**src/rtl/bb_scrambler.sv**
```systemverilog
// DVB-S2 baseband scrambler feeding the BCH encoder: PRBS 1+x^14+x^15 reloaded per frame,
// KBCH-bit framing, NPAR-cycle gap after each frame. Optional bypass port under BB_SCR_BYPASS_EN.
module bb_scrambler #(
   parameter int          KBCH      = 16008,
   parameter int          NPAR      = 192,
   parameter logic [14:0] PRBS_INIT = 15'b100101010000000
) (
   input  logic CLK,
   input  logic reset,
   input  logic start,
`ifdef BB_SCR_BYPASS_EN
   input  logic bypass,
`endif
   input  logic datain,
   input  logic din_valid,
   output logic din_ready,
   output logic dataout,
   output logic dataenable,
   output logic frame_start,
   output logic frame_end
);

   // The counter is shared between RUN and GAP, so NPAR must not exceed KBCH.
   localparam int CW = (KBCH > 1) ? $clog2(KBCH) : 1;
   localparam logic [CW-1:0] RUN_LAST = CW'(KBCH - 1);
   localparam logic [CW-1:0] GAP_LAST = CW'(NPAR - 1);

   typedef enum logic [1:0] {IDLE, RUN, GAP} state_t;

   state_t        state, state_nx;
   logic [CW-1:0] cnt;
   logic [14:0]   prbs;
   logic          fb;
   logic          scr_en;
   logic          load;
   logic          accept;
   logic          last_bit;

   assign fb = prbs[1] ^ prbs[0];

   always_ff @(posedge CLK) begin
      if (reset) state <= IDLE;
      else       state <= state_nx;
   end

   // Handshake: a bit transfers on every cycle where din_valid && din_ready;
   // din_ready depends only on state (high exactly in RUN), never on din_valid.
   always_comb begin
      state_nx  = state;
      din_ready = 1'b0;
      load      = 1'b0;
      accept    = 1'b0;
      last_bit  = 1'b0;
      case (state)
         IDLE: begin
            if (start) begin
               load     = 1'b1;
               state_nx = RUN;
            end
         end
         RUN: begin
            din_ready = 1'b1;
            if (din_valid) begin
               accept = 1'b1;
               if (cnt == RUN_LAST) begin
                  last_bit = 1'b1;
                  state_nx = GAP;
               end
            end
         end
         GAP: begin
            if (cnt == GAP_LAST) state_nx = IDLE;
         end
         default: state_nx = IDLE;
      endcase
   end

   always_ff @(posedge CLK) begin
      if (reset || load) begin
         cnt <= '0;
      end else if (accept) begin
         cnt <= last_bit ? '0 : cnt + CW'(1);
      end else if (state == GAP) begin
         cnt <= (cnt == GAP_LAST) ? '0 : cnt + CW'(1);
      end
   end

   always_ff @(posedge CLK) begin
      if (reset || load) prbs <= PRBS_INIT;
      else if (accept)   prbs <= {fb, prbs[14:1]};
   end

`ifdef BB_SCR_BYPASS_EN
   // Bypass is captured once per frame so a mid-frame toggle cannot split a block.
   always_ff @(posedge CLK) begin
      if (reset)     scr_en <= 1'b1;
      else if (load) scr_en <= ~bypass;
   end
`else
   assign scr_en = 1'b1;
`endif

   always_ff @(posedge CLK) begin
      if (reset) begin
         dataout     <= 1'b0;
         dataenable  <= 1'b0;
         frame_start <= 1'b0;
         frame_end   <= 1'b0;
      end else begin
         dataenable  <= accept;
         frame_start <= accept && (cnt == '0);
         frame_end   <= last_bit;
         if (accept) dataout <= datain ^ (fb & scr_en);
      end
   end

endmodule

```
**config.mk**
```make
export PLATFORM = sky130hd
export DESIGN_NAME = bb_scrambler
export DESIGN_NICKNAME = d
export VERILOG_FILES = /design/src/rtl/bb_scrambler.sv
export SDC_FILE = /design/constraint.sdc
export NUM_CORES = 1
export LEC_CHECK = 0
export CORE_MARGIN = 8
export CORE_UTILIZATION = 64
export CTS_BUF_LIST = sky130_fd_sc_hd__clkbuf_8
export DETAILED_ROUTE_END_ITERATION = 8
export GPL_TIMING_DRIVEN = 1
export HOLD_SLACK_MARGIN = 0.03
export PLACE_DENSITY = 0.89
export SKIP_LAST_GASP = 1
export SLEW_MARGIN = 5
export SYNTH_ARGS = -nofsm -noshare
export SYNTH_HDL_FRONTEND = slang
export SYNTH_SLANG_ARGS = --single-unit
```
**constraint.sdc**
```tcl
create_clock -name CLK -period 3.67 [get_ports CLK]
set_input_delay 0.734 -clock CLK [delete_from_list [all_inputs] [get_ports CLK]]
set_output_delay 0.734 -clock CLK [all_outputs]
set_load 0.005 [all_outputs]
```
==> results.cfg, run 1 <==
[routing]
wl_met1_um = 1460
routed_wl_um = 3210
drc = 0
wl_met2_um = 1430
top_layer = met4
viasPerCell = 5.92
drtIter0Drc = 95
dr.pass1.iters = 4
wl_per_cell_um = 14.1
wl_met3_um = 255
ant_nets = 0
route.vias.total = 1343

[clocking]
cts_buffer_depth = 2
htree_num_levels = 2
post_cts_buffers = 0
cts_resized = 0
numClockSinks = 35
cts_buffers = 5
hold_buffers = 0
clkLatencyLatePin_ns = 0.28
cts.clk_slew.worst_paths_ns = 0.06
cts_tree = built
root_buffer = clkbuf_8

[yosys]
syn_area_um2 = 1510
synth-edff-count = 0
synth_seq_cells = 35
synth_cell_type_count = 36
synthTopCellsByArea = dfxtp_1, nand2_1, a21oi_1
yosys.area.top_type = dfxtp_1
synth_area_per_cell_um2 = 8.11
synth_flop_cell = dfxtp_1
ys_async_sr_fraction_pct = 0
synth_seq_area_share_pct = 46.4
yosysWarningCount = 0
synth_nets = 193
synth_cells = 186
yosysTopAreaCellShare_pct = 46.4
ys_top_cells_by_count = nand2_1, dfxtp_1, nor2_1
synth.most_common_cell = nand2_1

[power]
powerDensity_nw_per_um2 = 401
switchingPower_uw = 153
p_leak_nw = 0.601
irDropWorstVdd_v = 0.000390
cellInternalPower_uw = 531
p_total_uw = 684
power_frac_seq_pct = 57.2
clkPwrFrac_pct = 36.6
p_comb_share_pct = 6.2
p_sw_share_pct = 22.4

[critical_path]
r2r_cells = 5
reg2reg_from = cnt[11]$_SDFFE_PP0P_
crit_type = reg -> reg
r2r_slack_ns = 1.24
critPathRequiredTime_ns = 3.82
arrival_ns = 2.58
path_max_fanout = 9
start_kind = flop
end_kind = flop
timing.rr.end = cnt[9]$_SDFFE_PP0P_

[timing]
finalClockSkew_ns = 0.00276
worst_pin_slew_ns = 0.742
rsz0062_at_grt = no
hold_viol = 0
period_minus_slack_ns = 2.43
relSlewSlack_pct = 50.5
maxClockFrequency_mhz = 411
worst_hold_slack_ns = 0.454
drv_slew = 0
tns_ns = 0
setup_slack_ns = 1.24
fin_crit_sh_pct = 66.3
setup_viol = 0

[grt]
grt_pass1_vias = 1217
grt_remaining_overflow = 0
grt_pass1_wl_um = 5500
grt_usage_pct = 16.4
antenna_found_initial = 0
grt_max_degree = 24

[cells_and_area]
layout-drive-gt1-share_pct = 5.53
instances_no_fill = 227
nets = 205
final_core_util_pct = 77.2
final_cell_area_um2 = 1710
areaGrowthSynthToFinish_pct = 13.2
antenna_cells = 0

[die]
start_util_pct = 68.2
row_count = 17
io_pins = 10
die_y_um = 64.6
core_area_um2 = 2210
die-area_um2 = 4170
die_width_um = 64.6

[worst_hold_path]
hold_end = prbs[13]$_SDFFE_PP0P_
hold-path-cell-count = 2
hp-class = reg -> reg
hp-start = prbs[14]$_SDFFE_PP1P_

[placed_design]
pre_cts_ws_ns = 1.09
gp_congestion = 1.01
dp_hpwl_um = 2240
io_buffers = 9
dp_cells = 219
dpl_cell_area_um2 = 1630

[outcome]
status = finished, final reports clean

[run]
maxCapViolCount = 0
[flip-flops by register name (all words and copies together) (netlist names)]
name	flops
prbs	15
dataenable	1
state	2
cnt	14
frame_end	1
dataout	1
frame_start	1
[power by group through the flow]
stage	logic, mW	clock network [mW]	registers, mW
after floorplan	0.0259	0	0.399
after global placement	0.0411	0	0.399
after detailed placement	0.0423	0	0.400
after CTS	0.0426	0.259	0.391
after global routing	0.0472	0.276	0.392
final	0.0426	0.250	0.391
[critical path, cell delays in order (launching register included)]
cell and delay (ns):
dfxtp_1 0.36, or4_1 0.59, nor4_1 0.58, a22oi_1 0.30, o21ai_2 0.37, nor2_1 0.11
[logic make-up (layout without fill, tap and decap cells)]
logic type | count (synthesis) | count (layout) | share of synthesized area, %
buffers and inverters | 8 | 21 | 1.99
AO/OA/AOI/OAI | 27 | 27 | 10.2
flip-flops | 35 | 35 | 46.4
adder cells (fa/ha/maj) | 2 | 2 | 1.66
XOR/XNOR | 11 | 11 | 6.38
AND/OR/NAND/NOR | 103 | 103 | 33.3
[cell type report]
class,count,area [um2]
clock inverters,3,12.5
multi-input cells,143,778
inverters,2,7.51
well taps,28,35.0
fillers,159,504
clock buffers,5,68.8
repair buffers,11,105
flip-flops and latches,35,701
[worst max path at each step]
stage | startpoint | endpoint | slack [ns]
2_1_floorplan | cnt[3]$_SDFFE_PP0P_ | cnt[3]$_SDFFE_PP0P_ | 1.64
3_3_place_gp | din_valid | cnt[3]$_SDFFE_PP0P_ | 1.14
3_5_place_dp | din_valid | cnt[3]$_SDFFE_PP0P_ | 1.09
4_1_cts | cnt[11]$_SDFFE_PP0P_ | cnt[9]$_SDFFE_PP0P_ | 1.29
5_1_grt | cnt[11]$_SDFFE_PP0P_ | cnt[9]$_SDFFE_PP0P_ | 1.19
6_report | cnt[11]$_SDFFE_PP0P_ | cnt[9]$_SDFFE_PP0P_ | 1.24
[layer usage]
layer | vias to the layer above | global-route usage [%]
met3 | 11 | 6.19
li1 | 661 | -
met5 | - | 0
met1 | 605 | 20.9
met4 | 0 | 7.08
met2 | 66 | 24.2
[placed cells by master, fill, tap and decap left out, types with 4 or more instances in the layout]
cell              n
nand2_1          44
dfxtp_1          35
nor2_1           19
a21oi_1          18
nand3_1          11
clkdlybuf4s50_1   9
xor2_1            7
nand4_1           5
clkbuf_8          5
inv_1             4
xnor2_1           4
Power figures use the tool's default switching activity.
==> inputs of run 2 (changes only) <==
--- a/config.mk
+++ b/config.mk
@@ -6,12 +6,12 @@
 export NUM_CORES = 1
 export LEC_CHECK = 0
 export CORE_MARGIN = 8
-export CORE_UTILIZATION = 64
+export CORE_UTILIZATION = 60
 export CTS_BUF_LIST = sky130_fd_sc_hd__clkbuf_8
 export DETAILED_ROUTE_END_ITERATION = 8
 export GPL_TIMING_DRIVEN = 1
 export HOLD_SLACK_MARGIN = 0.03
-export PLACE_DENSITY = 0.89
+export PLACE_DENSITY = 0.85
 export SKIP_LAST_GASP = 1
 export SLEW_MARGIN = 5
 export SYNTH_ARGS = -nofsm -noshare
==> constraint.sdc (replaced) <==
create_clock -name CLK -period 2.4 [get_ports CLK]
set_input_delay 0.48 -clock CLK [delete_from_list [all_inputs] [get_ports CLK]]
set_output_delay 0.48 -clock CLK [all_outputs]
set_load 0.005 [all_outputs]
==> results.cfg, run 2 (same netlist as run 1, synthesis figures left out) <==
[outcome]
status = finished, final reports clean

[cells_and_area]
nets = 208
final_common_cell = nand2_1
largest_reg_flops = 15
largest-register = prbs
final_core_util_pct = 71.2
areaGrowthSynthToFinish_pct = 14.8
top_regs = prbs (15), cnt (14), state (2)
most-common-layout-cells = nand2_1, dfxtp_1, nor2_1, a21oi_1, nand3_1
final_cell_area_um2 = 1730
fillCellCount = 196
antenna_cells = 0
layout-drive-gt1-share_pct = 6.50

[timing]
relSlewSlack_pct = 57.5
worst_pin_slew_ns = 0.633
hold_viol = 0
fin_crit_sh_pct = 92.4
rsz0062_at_grt = no
period_minus_slack_ns = 2.22
maxClockFrequency_mhz = 451
finalClockSkew_ns = 0.00975
setup_viol = 0
tns_ns = 0
drv_slew = 0
worst_hold_slack_ns = 0.455

[power]
irDropWorstVdd_v = 0.000467
p_leak_nw = 0.607
p_total_mw = 1.04
powerDensity_nw_per_um2 = 601

[routing]
drc = 0
dr.pass1.iters = 4
wl_per_cell_um = 14.9
viasPerCell = 5.99
routed_wl_um = 3420
route.vias.total = 1377
drtIter0Drc = 126
ant_nets = 0

[die]
die-area_um2 = 4380
die_width_um = 66.2
row_count = 18
core_area_um2 = 2430
io_pins = 10
die_y_um = 66.2
start_util_pct = 62.0

[grt]
grt_pass1_wl_um = 5600
grt_use_met3_pct = 4.92
use_met1_pct = 18.0
antenna_found_initial = 0
grt_remaining_overflow = 0
grt_usage_pct = 16.0
grt_pass1_vias = 1354
gr-max-usage-layer = met2
use_met2_pct = 26.8
grt_max_degree = 20

[clocking]
cts_buffer_depth = 2
htree_num_levels = 2
cts_tree = built
cts_buffers = 5
clkLatencyLatePin_ns = 0.28
cts.clk_slew.worst_paths_ns = 0.06
hold_buffers = 0
root_buffer = clkbuf_8
numClockSinks = 35

[critical_path]
critPathRequiredTime_ns = 2.54
arrival_ns = 2.36
end_kind = flop
crit_type = reg -> reg
path_max_fanout = 7
start_kind = flop

[run]
maxCapViolCount = 0

[placed_design]
io_buffers = 9
dp_hpwl_um = 2360
gp_congestion = 0.965
dpl_cell_area_um2 = 1650

[worst_hold_path]
hp-class = reg -> reg
run 2: area by class of cell:
class,instances,area (um2),area share (%)
well taps,30,37.5,2.17
clock buffers,5,68.8,3.97
multi-input cells,143,786,45.4
repair buffers,14,128,7.37
clock inverters,1,3.75,0.217
flip-flops and latches,35,701,40.5
inverters,2,7.51,0.434
run 2: layer usage:
metal	vias up	routed length, um
li1	665	-
met1	625	1360
met2	71	1680
met3	16	291
met4	0	89
met5	-	0
run 2: metrics by stage:
step	instances	worst slack, ns
after global routing	230	0.0776
after CTS	230	0.169
after floorplan	186	0.374
after detailed placement	224	0.0858
final	230	0.183
after global placement	224	0.150
run 2: critical path: stages (launching register included):
cell	delay, ns
dfxtp_1	0.38
or4_4	0.57
or4b_1	0.52
or3_1	0.40
nand4_1	0.10
a31oi_1	0.10
run 2: report_power, final:
group	switching, mW	internal [mW]
clock network	0.183	0.189
registers	0.00683	0.591
logic	0.0413	0.0290
run 2: path summary, 6_finish.rpt:
path | slack (ns) | from | to | cells past startpoint
hold reg to reg | 0.46 | prbs[4]$_SDFFE_PP0P_ | prbs[3]$_SDFFE_PP0P_ | 2
setup / recovery | 0.18 | cnt[3]$_SDFFE_PP0P_ | cnt[3]$_SDFFE_PP0P_ | 5
hold / removal | 0.46 | prbs[4]$_SDFFE_PP0P_ | prbs[3]$_SDFFE_PP0P_ | 2
setup reg to reg | 0.18 | cnt[3]$_SDFFE_PP0P_ | cnt[3]$_SDFFE_PP0P_ | 5
run 2: what timing repair did:
| action | CTS | global route |
|---|---|---|
| gates resized for setup | 0 | 1 |
| buffers inserted | 0 | 0 |
| setup endpoints to repair | 0 | 1 |
==> inputs of run 3 (changes only) <==
--- a/config.mk
+++ b/config.mk
@@ -5,6 +5,7 @@
 export SDC_FILE = /design/constraint.sdc
 export NUM_CORES = 1
 export LEC_CHECK = 0
+export ABC_AREA = 0
 export CORE_MARGIN = 8
 export CORE_UTILIZATION = 60
 export CTS_BUF_LIST = sky130_fd_sc_hd__clkbuf_8
==> results of run 3 <==
No change in the layout: final DEF, timing and power equal those of run 2.
